[config.mk]
export PLATFORM = sky130hd
export DESIGN_NAME = axis_xform_pipe
export DESIGN_NICKNAME = d
export VERILOG_FILES = /design/src/rtl/axis_xform_pkg.sv /design/src/rtl/axis_skid_buf.sv /design/src/rtl/axis_xform_pipe.sv
export SDC_FILE = /design/constraint.sdc
export NUM_CORES = 1
export LEC_CHECK = 0
export CORE_UTILIZATION = 25
export DETAILED_ROUTE_END_ITERATION = 6
export GPL_ROUTABILITY_DRIVEN = 1
export SYNTH_ARGS = -nofsm -noshare
export SYNTH_HDL_FRONTEND = slang
export SYNTH_SLANG_ARGS = --single-unit
[constraint.sdc]
create_clock -name aclk -period 4.4 [get_ports aclk]
set_input_delay 0.66 -clock aclk [delete_from_list [all_inputs] [get_ports aclk]]
set_output_delay 0.66 -clock aclk [all_outputs]
set_load 0.02 [all_outputs]
[src/rtl/axis_xform_pkg.sv]
// rtl/axis_xform_pkg.sv - shared mode/state types and lane-reverse helpers for axis_xform_pipe
package axis_xform_pkg;

  // Widest tdata the reverse helpers handle; DATA_WIDTH must not exceed it.
  localparam int MAX_W = 512;

  typedef enum logic [1:0] {
    MODE_PASS = 2'd0,
    MODE_REV  = 2'd1,
    MODE_ADD  = 2'd2,
    MODE_XOR  = 2'd3
  } mode_e;

  typedef enum logic {
    IDLE   = 1'b0,
    IN_PKT = 1'b1
  } state_e;

  // Reverse the order of n_lanes lanes of lane_w bits held in the low bits of d.
  function automatic logic [MAX_W-1:0] lane_rev(input logic [MAX_W-1:0] d,
                                                input int n_lanes,
                                                input int lane_w);
    logic [MAX_W-1:0] r;
    r = '0;
    for (int i = 0; i < MAX_W; i++) begin
      if (i < n_lanes * lane_w) begin
        r[(n_lanes - 1 - i / lane_w) * lane_w + i % lane_w] = d[i];
      end
    end
    return r;
  endfunction

  function automatic logic [MAX_W-1:0] byte_rev(input logic [MAX_W-1:0] d,
                                                input int n_bytes);
    return lane_rev(d, n_bytes, 8);
  endfunction

endpackage

[src/rtl/axis_skid_buf.sv]
// rtl/axis_skid_buf.sv - two-entry registered skid buffer; head entry drives the output directly
module axis_skid_buf
  import axis_xform_pkg::*;
#(
  parameter int WIDTH = 8
) (
  input  logic             clk_i,
  input  logic             rst_ni,
  input  logic [WIDTH-1:0] s_data_i,
  input  logic             s_valid_i,
  output logic             s_ready_o,
  output logic [WIDTH-1:0] m_data_o,
  output logic             m_valid_o,
  input  logic             m_ready_i
);

  logic [1:0]       cnt_q, cnt_d;
  logic [WIDTH-1:0] head_q, head_d;
  logic [WIDTH-1:0] tail_q, tail_d;
  logic             valid_q;
  logic             ready_q;
  logic             push;
  logic             pop;

  assign push = s_valid_i && ready_q;
  assign pop  = valid_q && m_ready_i;

  always_comb begin
    cnt_d  = cnt_q;
    head_d = head_q;
    tail_d = tail_q;
    case ({push, pop})
      2'b10: begin
        if (cnt_q == 2'd0) begin
          head_d = s_data_i;
        end else begin
          tail_d = s_data_i;
        end
        cnt_d = cnt_q + 2'd1;
      end
      2'b01: begin
        head_d = tail_q;
        cnt_d  = cnt_q - 2'd1;
      end
      2'b11: begin
        // Occupancy unchanged: the newest beat replaces whichever entry just left.
        if (cnt_q == 2'd2) begin
          head_d = tail_q;
          tail_d = s_data_i;
        end else begin
          head_d = s_data_i;
        end
      end
      default: ;
    endcase
  end

  always_ff @(posedge clk_i or negedge rst_ni) begin
    if (!rst_ni) begin
      cnt_q   <= 2'd0;
      head_q  <= '0;
      tail_q  <= '0;
      valid_q <= 1'b0;
      ready_q <= 1'b0;
    end else begin
      cnt_q   <= cnt_d;
      head_q  <= head_d;
      tail_q  <= tail_d;
      valid_q <= (cnt_d != 2'd0);
      ready_q <= (cnt_d != 2'd2);
    end
  end

  assign s_ready_o = ready_q;
  assign m_data_o  = head_q;
  assign m_valid_o = valid_q;

endmodule

[src/rtl/axis_xform_pipe.sv]
// rtl/axis_xform_pipe.sv - AXI-Stream per-packet data transform with registered skid output
// Statistics counters are built only when AXIS_XFORM_STATS_EN is defined.
module axis_xform_pipe
  import axis_xform_pkg::*;
#(
  parameter int DATA_WIDTH = 32,
  parameter int CNT_WIDTH  = 16
) (
  input  logic                    aclk,
  input  logic                    aresetn,
  input  logic [DATA_WIDTH-1:0]   s_axis_tdata,
  input  logic                    s_axis_tvalid,
  output logic                    s_axis_tready,
  input  logic                    s_axis_tlast,
  input  logic [DATA_WIDTH/8-1:0] s_axis_tkeep,
  input  logic [DATA_WIDTH/8-1:0] s_axis_tstrb,
  output logic [DATA_WIDTH-1:0]   m_axis_tdata,
  output logic                    m_axis_tvalid,
  input  logic                    m_axis_tready,
  output logic                    m_axis_tlast,
  output logic [DATA_WIDTH/8-1:0] m_axis_tkeep,
  output logic [DATA_WIDTH/8-1:0] m_axis_tstrb,
  input  logic [1:0]              mode,
  input  logic [DATA_WIDTH-1:0]   add_value,
  input  logic [DATA_WIDTH-1:0]   xor_key,
  output logic [CNT_WIDTH-1:0]    pkt_count,
  output logic [CNT_WIDTH-1:0]    beat_count
);

  localparam int NB = DATA_WIDTH / 8;
  localparam int PW = DATA_WIDTH + 2 * NB + 1;

  state_e                state_q;
  mode_e                 mode_q;
  logic [DATA_WIDTH-1:0] add_q;
  logic [DATA_WIDTH-1:0] xor_q;

  mode_e                 mode_eff;
  logic [DATA_WIDTH-1:0] add_eff;
  logic [DATA_WIDTH-1:0] xor_eff;
  logic                  accept;

  logic [DATA_WIDTH-1:0] x_data;
  logic [NB-1:0]         x_keep;
  logic [NB-1:0]         x_strb;
  logic [PW-1:0]         m_payload;

  assign accept = s_axis_tvalid && s_axis_tready;

  // Packet FSM; the first accepted beat of a multi-beat packet freezes the controls.
  always_ff @(posedge aclk or negedge aresetn) begin
    if (!aresetn) begin
      state_q <= IDLE;
      mode_q  <= MODE_PASS;
      add_q   <= '0;
      xor_q   <= '0;
    end else if (accept) begin
      case (state_q)
        IDLE: begin
          if (!s_axis_tlast) begin
            state_q <= IN_PKT;
            mode_q  <= mode_e'(mode);
            add_q   <= add_value;
            xor_q   <= xor_key;
          end
        end
        IN_PKT: begin
          if (s_axis_tlast) begin
            state_q <= IDLE;
          end
        end
        default: state_q <= IDLE;
      endcase
    end
  end

  always_comb begin
    mode_eff = mode_e'(mode);
    add_eff  = add_value;
    xor_eff  = xor_key;
    if (state_q == IN_PKT) begin
      mode_eff = mode_q;
      add_eff  = add_q;
      xor_eff  = xor_q;
    end
  end

  always_comb begin
    x_data = s_axis_tdata;
    x_keep = s_axis_tkeep;
    x_strb = s_axis_tstrb;
    case (mode_eff)
      MODE_REV: begin
        x_data = DATA_WIDTH'(byte_rev(MAX_W'(s_axis_tdata), NB));
        x_keep = NB'(lane_rev(MAX_W'(s_axis_tkeep), NB, 1));
        x_strb = NB'(lane_rev(MAX_W'(s_axis_tstrb), NB, 1));
      end
      MODE_ADD: x_data = s_axis_tdata + add_eff;
      MODE_XOR: x_data = s_axis_tdata ^ xor_eff;
      default: ;
    endcase
  end

  axis_skid_buf #(
    .WIDTH(PW)
  ) u_skid (
    .clk_i    (aclk),
    .rst_ni   (aresetn),
    .s_data_i ({s_axis_tlast, x_keep, x_strb, x_data}),
    .s_valid_i(s_axis_tvalid),
    .s_ready_o(s_axis_tready),
    .m_data_o (m_payload),
    .m_valid_o(m_axis_tvalid),
    .m_ready_i(m_axis_tready)
  );

  assign {m_axis_tlast, m_axis_tkeep, m_axis_tstrb, m_axis_tdata} = m_payload;

`ifdef AXIS_XFORM_STATS_EN
  localparam logic [CNT_WIDTH-1:0] CNT_MAX = '1;

  logic [CNT_WIDTH-1:0] pkt_q;
  logic [CNT_WIDTH-1:0] beat_q;
  logic                 m_xfer;

  assign m_xfer = m_axis_tvalid && m_axis_tready;

  // Counters stick at all-ones rather than wrapping.
  always_ff @(posedge aclk or negedge aresetn) begin
    if (!aresetn) begin
      pkt_q  <= '0;
      beat_q <= '0;
    end else if (m_xfer) begin
      if (beat_q != CNT_MAX) begin
        beat_q <= beat_q + CNT_WIDTH'(1);
      end
      if (m_axis_tlast && (pkt_q != CNT_MAX)) begin
        pkt_q <= pkt_q + CNT_WIDTH'(1);
      end
    end
  end

  assign pkt_count  = pkt_q;
  assign beat_count = beat_q;
`else
  assign pkt_count  = '0;
  assign beat_count = '0;
`endif

endmodule

==> results of run 1 <==
[per-layer routing]
layer  track usage (%)  up-vias  wire (um)
met5                 0        -         11
met4              6.10        2       1120
met3              3.43       55       2160
met2              26.1      307      15500
met1              22.8     4223      15500
li1                  -     4124          -
[final cells by class]
type                       count  share of cell area (%)
tap                          518                    5.12
clock buffer                  21                    3.64
clock inverter                11                   0.889
timing repair buffer         183                    14.0
sequential                   153                    30.2
inverter                      30                   0.889
multi-input combinational    821                    45.2
[cells in the mapped netlist (all sizes together), types with 2 or more instances]
cell | n | area share, %
o21ai | 86 | 4.3
o31ai | 9 | 0.77
o31a | 2 | 0.18
a21boi | 3 | 0.30
dfrtp | 153 | 38
mux2 | 122 | 14
a2bb2oi | 5 | 0.44
a222oi | 2 | 0.20
nand3 | 19 | 0.95
nor2 | 70 | 2.6
a2111oi | 3 | 0.26
and3 | 11 | 0.69
a21o | 13 | 0.97
o2111ai | 2 | 0.18
a41oi | 2 | 0.18
o21a | 7 | 0.52
buf | 50 | 3.2
xnor2 | 15 | 1.3
a21oi | 99 | 5.0
and4 | 2 | 0.19
mux2i | 42 | 4.2
o22ai | 17 | 1.1
nor3b | 7 | 0.52
clkbuf | 44 | 1.7
nor3 | 21 | 1.0
inv | 30 | 1.1
o221ai | 3 | 0.26
a211oi | 6 | 0.58
xor2 | 7 | 0.61
or2 | 3 | 0.19
nand4 | 6 | 0.38
nand2b | 5 | 0.31
and2 | 5 | 0.31
nand3b | 2 | 0.15
a22oi | 9 | 0.67
nor2b | 7 | 0.44
or3 | 6 | 0.38
o21bai | 5 | 0.38
nand2 | 85 | 3.2
a221o | 11 | 1.1
a31oi | 10 | 0.63
o211ai | 4 | 0.30
nor4 | 3 | 0.19
ha | 35 | 4.4
a221oi | 12 | 1.0
[path summary, 6_finish.rpt]
kind | endpoint | slack, ns | cells past startpoint
worst max-delay path | u_skid.m_data_o[20] | 0.43 | 12
worst min-delay path | u_skid.m_data_o[38] | 0.21 | 1
worst max register to register | u_skid.m_data_o[20] | 0.43 | 12
worst min register to register | u_skid.m_data_o[36] | 0.48 | 2
max in group asynchronous | add_q[6] | 3.26 | 2
min in group aclk | u_skid.m_data_o[36] | 0.48 | 2
[sequential cells by signal, indices dropped and copies added, names as in the netlist]
| register | cells |
|---|---|
| u_skid.m_data_o | 41 |
| u_skid.tail_q | 41 |
| state_q | 1 |
| xor_q | 32 |
| add_q | 32 |
| u_skid.s_ready_o | 1 |
| mode_q | 2 |
| u_skid.m_valid_o | 1 |
| u_skid.cnt_q | 2 |
[stage by stage]
stage	hold slack, ns	utilization (%)	instances	setup WS [ns]
final	0.206	32.4	1737	0.432
after floorplan	0.364	-	1098	0.466
after detailed placement	0.467	30.9	1705	0.415
after global placement	0.454	30.9	1705	0.440
after CTS	0.210	32.4	1737	0.444
after global routing	0.242	32.4	1737	0.229
[kinds of logic after synthesis]
group / Yosys count / share of synthesized area [%]
AO/OA/AOI/OAI: 314 / 19.7
flip-flops: 153 / 38.2
XOR/XNOR: 22 / 1.93
buffers and inverters: 124 / 6.01
AND/OR/NAND/NOR: 253 / 11.6
other: 1 / 0.0375
multiplexers: 164 / 17.9
adder cells (fa/ha/maj): 36 / 4.58
[where the power goes]
group          total, W  internal (W)  switching, W
clock network   0.00148      0.000819      0.000659
logic           0.00504       0.00214       0.00290
registers       0.00251       0.00211      0.000393
[worst max-delay path: stages (launching register included)]
cell      delay [ns]
dfrtp_2         0.68
buf_4           0.37
mux2_2          0.39
ha_1            0.38
a21oi_1         0.34
o21bai_1        0.10
a21oi_1         0.30
o21a_1          0.17
o21ai_0         0.07
buf_4           0.17
xnor2_1         0.15
o221ai_1        0.28
a221o_1         0.40
==> results.ini, run 1 <==
[critical_path]
critical_path.startpoint = state_q
worst-path-max-fanout = 20
crit_path_end_kind = flip-flop
crit_required_ns = 4.70
regToRegStartpoint = state_q
crit_path_start_kind = flip-flop
criticalPathCategory = reg -> reg
critPathArrivalTime_ns = 4.27

[routing]
wl_per_cell_um = 19.8
routed_wl_um = 34300
antenna_left = 0
drcViolationCount = 0
vias = 8711
viasPerCell = 5.01
dr.pass1.iters = 6
first_iter_violations = 757

[hold_path]
hold_path.class = in -> async

[sta]
period_needed_ns = 3.97
tightest_slew_ns = 0.943
rsz0062_at_grt = no
slew_headroom_pct = 36.9
report.final.setup_viol = 0
final_max_slew_viol_count = 0
fin_tns_setup_ns = 0
skew_ns = 0.0219
fmax_mhz = 252
hold_viol = 0
post-route-period-util_pct = 90.2

[synth]
yosysWarnings = 0
seq_area_frac_synth_pct = 38.3
synth_seq_cells = 153
ys_types = 59
synthArstFlopShare_pct = 100
synthCells = 1067
synth_area_per_cell_um2 = 9.38
synth_flop_cell = dfrtp_1
synth_enable_flop_cells = 0
netlist_area_um2 = 10000

[cts]
cts_max_level = 4
clkSinkCount = 153
clockBufferDepth = 2
ctsHoldBuffers = 0
clk_pin_slew_ns = 0.07
cts_made_buffers = 17
clk_latency_ns = 0.44
cts-root-buf = clkbuf_16
post_cts_buffers = 0
cts_tree = done
cts_resized = 0

[global_route]
grt_pass1_vias = 8394
grt_usage_pct = 16.8
overflow = 0
antenna_found_initial = 2
grt_max_degree = 96
grt_pass1_wl_um = 51600

[layout]
regArea_um2 = 3830
fin_area_um2 = 12700
n_fill_cell = 4082
final_cell_mix = dfrtp_1 (152), clkdlybuf4s50_1 (152), mux2_2 (122), a21oi_1 (99), nand2_1 (85)
drive_gt1_share_pct = 16.5
multiInputGateArea_um2 = 5730
diodes = 0
syn_to_final_growth_pct = 26.5
nets = 1353

[flow_run]
maxCapViolCount = 0

[pwr]
p_leak_nw = 5.22
p_total_w = 0.00903
vdd_drop_max_mv = 0.300
p_per_area_nw_per_um2 = 713

[die]
io_pins = 186
coreArea_um2 = 39100
die_w_um = 202
dieArea_um2 = 40800
initial_utilization_pct = 25.6
fp-row-count = 72
die_y_um = 202

[place]
place.gp.congestion = 0.917
dpl-instance-area_um2 = 12100
port_buffers = 153
dpl.hpwl_um = 26600

[status]
outcome = finished, final reports clean

Power figures use the tool's default switching activity.
==> run 2, diff against run 1 <==
--- a/config.mk
+++ b/config.mk
@@ -8,6 +8,7 @@
 export CORE_UTILIZATION = 25
 export DETAILED_ROUTE_END_ITERATION = 6
 export GPL_ROUTABILITY_DRIVEN = 1
+export MAX_ROUTING_LAYER = met4
 export SYNTH_ARGS = -nofsm -noshare
 export SYNTH_HDL_FRONTEND = slang
 export SYNTH_SLANG_ARGS = --single-unit
==> run 2 against run 1 <==
Effect of this change: total power shrank 0.19%; die area is the same; clock skew shrank 0.011 ns; first-iteration DRC count shrank 21%; combinational power is essentially flat; global-route usage grew 0.78 points; setup slack lost 0.075 ns; largest cell class unchanged.
==> results.ini, run 2 (synthesis results as in run 1) <==
[status]
outcome = finished, final reports clean

[routing]
antenna_left = 0
vias = 8735
top_layer_used = met4
viasPerCell = 5.03
wl_per_cell_um = 19.9
drcViolationCount = 0
dr_wl_met3_um = 2110
wl_met1_um = 15700
met2_length_um = 15500
first_iter_violations = 601
routed_wl_um = 34600
dr.pass1.iters = 5

[global_route]
antenna_found_initial = 1
grt_pass1_vias = 8508
overflow = 0
grt_usage_pct = 17.5
grt_pass1_wl_um = 52300
grt_max_degree = 84

[cts]
cts-root-buf = clkbuf_16
clk_latency_ns = 0.45
clkSinkCount = 153
cts_tree = done
cts_made_buffers = 17
clockBufferDepth = 2
clk_pin_slew_ns = 0.06
post_cts_buffers = 0
ctsHoldBuffers = 0
cts_resized = 0
cts_max_level = 4

[sta]
hold_viol = 0
fin_tns_setup_ns = 0
skew_ns = 0.0105
rsz0062_at_grt = no
whs_ns = 0.268
report.final.setup_viol = 0
post-route-period-util_pct = 91.9
final_max_slew_viol_count = 0
fin_ws_ns = 0.358
tightest_slew_ns = 0.926
slew_headroom_pct = 38.0
period_needed_ns = 4.04
fmax_mhz = 247

[pwr]
p_per_area_nw_per_um2 = 712
vdd_drop_max_mv = 0.368
p_leak_nw = 5.24

[critical_path]
ff2ff_path_depth = 12
critPathSlowestCell = dfrtp_2
crit_required_ns = 4.72
cp_cell_sequence = buf_4 -> mux2_2 -> ha_1 -> a21oi_1 -> o21bai_1 -> a21oi_1 -> o21a_1 -> o21ai_0 -> buf_4 -> xnor2_1 -> o221ai_1 -> a221o_1
criticalPathCategory = reg -> reg
rrSetupSlack_ns = 0.36
worst-path-max-fanout = 21
worstReg2RegEnd = u_skid.m_data_o[20]
regToRegStartpoint = state_q
crit_path_start_kind = flip-flop
critPathArrivalTime_ns = 4.37
cpPeakStageDelay_ns = 0.70
crit_path_end_kind = flip-flop

[place]
post-place-ws_ns = 0.415
placedCellCount = 1705
dpl-instance-area_um2 = 12100
port_buffers = 153
place.gp.congestion = 0.928
dpl.hpwl_um = 26800

[hold_path]
hold_path.class = in -> async

[layout]
final_cell_count_no_fill = 1738
syn_to_final_growth_pct = 26.5
nets = 1353
final_cell_mix = dfrtp_1 (152), clkdlybuf4s50_1 (152), mux2_2 (122), a21oi_1 (99), nand2_1 (85)
drive_gt1_share_pct = 16.6
fin_area_um2 = 12700

[die]
dieArea_um2 = 40800
io_pins = 186
initial_utilization_pct = 25.6
die_y_um = 202
die_w_um = 202
coreArea_um2 = 39100
fp-row-count = 72

[flow_run]
maxCapViolCount = 0

## run 2: area by class of cell
| type | count | area, um2 |
|---|---|---|
| antenna | 1 | 2.50 |
| clock buffer | 21 | 470 |
| clock inverter | 11 | 88.8 |
| fill | 4080 | 26400 |
| inverter | 30 | 113 |
| multi-input combinational | 821 | 5730 |
| sequential | 153 | 3830 |
| tap | 518 | 648 |
| timing repair buffer | 183 | 1780 |
## run 2: layer usage
layer / vias to the layer above / track usage, %
met3: 72 / 3.81
met5: - / -
li1: 4114 / -
met4: 0 / 7.36
met2: 315 / 26.1
met1: 4234 / 22.9
## run 2: worst max-delay path by stage
stage,start,endpoint,cells past startpoint
6_report,state_q,u_skid.m_data_o[20],12
2_1_floorplan,state_q,u_skid.m_data_o[31],14
3_3_place_gp,state_q,u_skid.m_data_o[29],11
3_5_place_dp,state_q,u_skid.m_data_o[29],11
4_1_cts,state_q,u_skid.m_data_o[29],11
5_1_grt,state_q,u_skid.tail_q[30],11
## run 2: report_power, final
part	internal [W]	switching, W	leakage (nW)
registers	0.00211	0.000398	1.83
clock network	0.000776	0.000671	0.272
logic	0.00214	0.00291	3.14
## run 2: per-stage QoR
| stage | power [W] | utilization (%) |
|---|---|---|
| floorplan | 0.00572 | - |
| detailed placement | 0.00755 | 30.9 |
| CTS | 0.00901 | 32.4 |
| global placement | 0.00748 | 30.9 |
| global route | 0.00960 | 32.4 |
| finish | 0.00901 | 32.4 |
## run 2: worst max-delay path, delay by kind of cell, from the launching register on
family | cells | cell delay (ns)
muxes | 1 | 0.38
buffers and inverters | 2 | 0.55
adders and majority gates | 1 | 0.39
AOI/OAI and AO/OA | 7 | 1.73
xor gates and xnor gates | 1 | 0.15
DFF | 1 | 0.70
==> run 3, diff against run 2 <==
==> constraint.sdc (replaced) <==
create_clock -name aclk -period 3.8 [get_ports aclk]
set_input_delay 0.57 -clock aclk [delete_from_list [all_inputs] [get_ports aclk]]
set_output_delay 0.57 -clock aclk [all_outputs]
set_load 0.02 [all_outputs]
==> run 3 against run 2 <==
Effect of this change: sequential cell count is the same; clock power up 17%; setup slack worse by 0.12 ns; count of clock-buffer cells in the layout fell by 3; first-iteration DRC count increased by 15%; die area unchanged; routed wire length grew 0.72%; final area increased by 3.3%; sequential power grew 15%; register-to-register slack got worse by 0.12 ns; critical endpoint is now u_skid.m_data_o[30]; largest power group unchanged; highest routed layer unchanged.
==> results.ini, run 3 (synthesis results as in run 1) <==
[pwr]
pwr-share-seq_pct = 26.8
p_comb_share_pct = 57.4
p_per_area_nw_per_um2 = 820
p_total_w = 0.0107
vdd_drop_max_mv = 0.370
clkPwrFrac_pct = 15.8
p_leak_nw = 5.48
p_int_w = 0.00608
power.switching_w = 0.00464
switching_share_pct = 43.3

[sta]
tightest_slew_ns = 1.03
rsz0062_at_grt = no
period_needed_ns = 3.56
report.final.setup_viol = 0
fin_ws_ns = 0.236
skew_ns = 0.00911
hold_viol = 0
final_max_slew_viol_count = 0
post-route-period-util_pct = 93.8
slew_headroom_pct = 31.6
fmax_mhz = 281

[cts]
ctsHoldBuffers = 0
cts_made_buffers = 17
clkSinkCount = 153
clk_latency_ns = 0.45
cts_tree = done
clockBufferDepth = 2
cts-root-buf = clkbuf_16
post_cts_buffers = 0
clk_pin_slew_ns = 0.07
cts_max_level = 4

[routing]
vias = 8893
first_iter_violations = 693
drcViolationCount = 0
antenna_left = 0
routed_wl_um = 34900
viasPerCell = 4.98
wl_per_cell_um = 19.5
dr.pass1.iters = 6

[global_route]
grt_pass1_wl_um = 53300
use_met1_pct = 22.9
grt_busiest_layer = met2
grt_usage_pct = 17.8
grt_pass1_vias = 8633
grt_max_degree = 105
overflow = 0
grtUsageMet3_pct = 3.87
grtUsageMet2_pct = 27.5
antenna_found_initial = 2

[critical_path]
rrSetupSlack_ns = 0.24
ff2ff_path_depth = 12
criticalPathCategory = reg -> reg
cpPeakStageDelay_ns = 0.56
worstReg2RegEnd = u_skid.m_data_o[30]
worst_path_most_repeated_cell = a21oi_1
cp_cell_sequence = buf_12 -> buf_4 -> mux2_2 -> ha_1 -> a21oi_1 -> o21a_1 -> o21ai_0 -> a21oi_1 -> nor2_1 -> or4_1 -> a31oi_1 -> o22ai_1
crit_path_end_kind = flip-flop
crit_required_ns = 4.12
critPathArrivalTime_ns = 3.89
regToRegStartpoint = state_q
crit_path_start_kind = flip-flop
worst-path-max-fanout = 19
endpoint = u_skid.m_data_o[30]
critical_path.startpoint = state_q
critPathSlowestCell = dfrtp_4

[layout]
drive_gt1_share_pct = 19.9
fin_area_um2 = 13100
final_cell_mix = dfrtp_1 (152), clkdlybuf4s50_1 (152), mux2_2 (122), a21oi_1 (99), nand2_1 (85)
syn_to_final_growth_pct = 30.6
nets = 1401
fin_util_pct = 33.4

[flow_run]
maxCapViolCount = 0

[status]
outcome = finished, final reports clean

[place]
dpl.hpwl_um = 27500
place.gp.congestion = 0.922
port_buffers = 153
post-place-ws_ns = 0.00509
dpl-instance-area_um2 = 12500

[die]
io_pins = 186
die_w_um = 202
coreArea_um2 = 39100
fp-row-count = 72
die_y_um = 202
initial_utilization_pct = 25.6
dieArea_um2 = 40800

[hold_path]
hold_path.class = in -> async

run 3: power groups by stage:
stage          clock network (W)  registers [W]  logic, W
2_1_floorplan                  0        0.00305   0.00357
3_3_place_gp                   0        0.00287   0.00604
3_5_place_dp                   0        0.00291   0.00610
4_1_cts                  0.00175        0.00288   0.00612
5_1_grt                  0.00180        0.00299   0.00668
6_report                 0.00170        0.00288   0.00615
run 3: metrics by stage:
stage,hold WS (ns),TNS [ns],instances
2_1_floorplan,0.274,0,1098
4_1_cts,0.325,0,1785
5_1_grt,0.358,0,1787
3_5_place_dp,0.462,0,1753
6_report,0.272,0,1787
3_3_place_gp,0.455,-0.0306,1753
run 3: critical path, delay by kind of cell, from the launching register on:
family / cells / cell delay (ns)
simple gates: 2 / 0.59
flops: 1 / 0.56
compound gates: 6 / 1.27
fa+ha+maj: 1 / 0.29
buf+inv: 2 / 0.36
mux: 1 / 0.34
run 3: worst min path at each step:
stage                            startpoint                 end  slack [ns]  cells after the start
after floorplan                     aresetn            add_q[0]        0.27                      0
after global placement    u_skid.tail_q[14]   u_skid.tail_q[14]        0.45                      2
after detailed placement  u_skid.tail_q[31]   u_skid.tail_q[31]        0.46                      2
after CTS                           aresetn  u_skid.m_data_o[3]        0.33                      1
after global routing                aresetn    u_skid.tail_q[3]        0.36                      1
final                               aresetn    u_skid.tail_q[3]        0.27                      1
run 3: timing repair:
action                                 CTS  global route
setup endpoints to repair                0             1
endpoints found under the hold margin    0             0
resized for setup                        0             1
run 3: routing by layer:
layer	up-vias	part of all wire, %	routed length [um]
li1	4215	-	-
met1	4329	45	15600
met2	287	46	16100
met3	62	6.0	2100
met4	0	2.9	1020
met5	-	0	0
run 3: layout make-up:
type / count / area (um2)
clock buffers: 18 / 439
clock inverters: 14 / 141
well taps: 518 / 648
diodes: 2 / 5.00
multi-input cells: 821 / 5730
inverters: 30 / 113
flip-flops and latches: 153 / 3830
fillers: 4100 / 26000
repair buffers: 231 / 2170
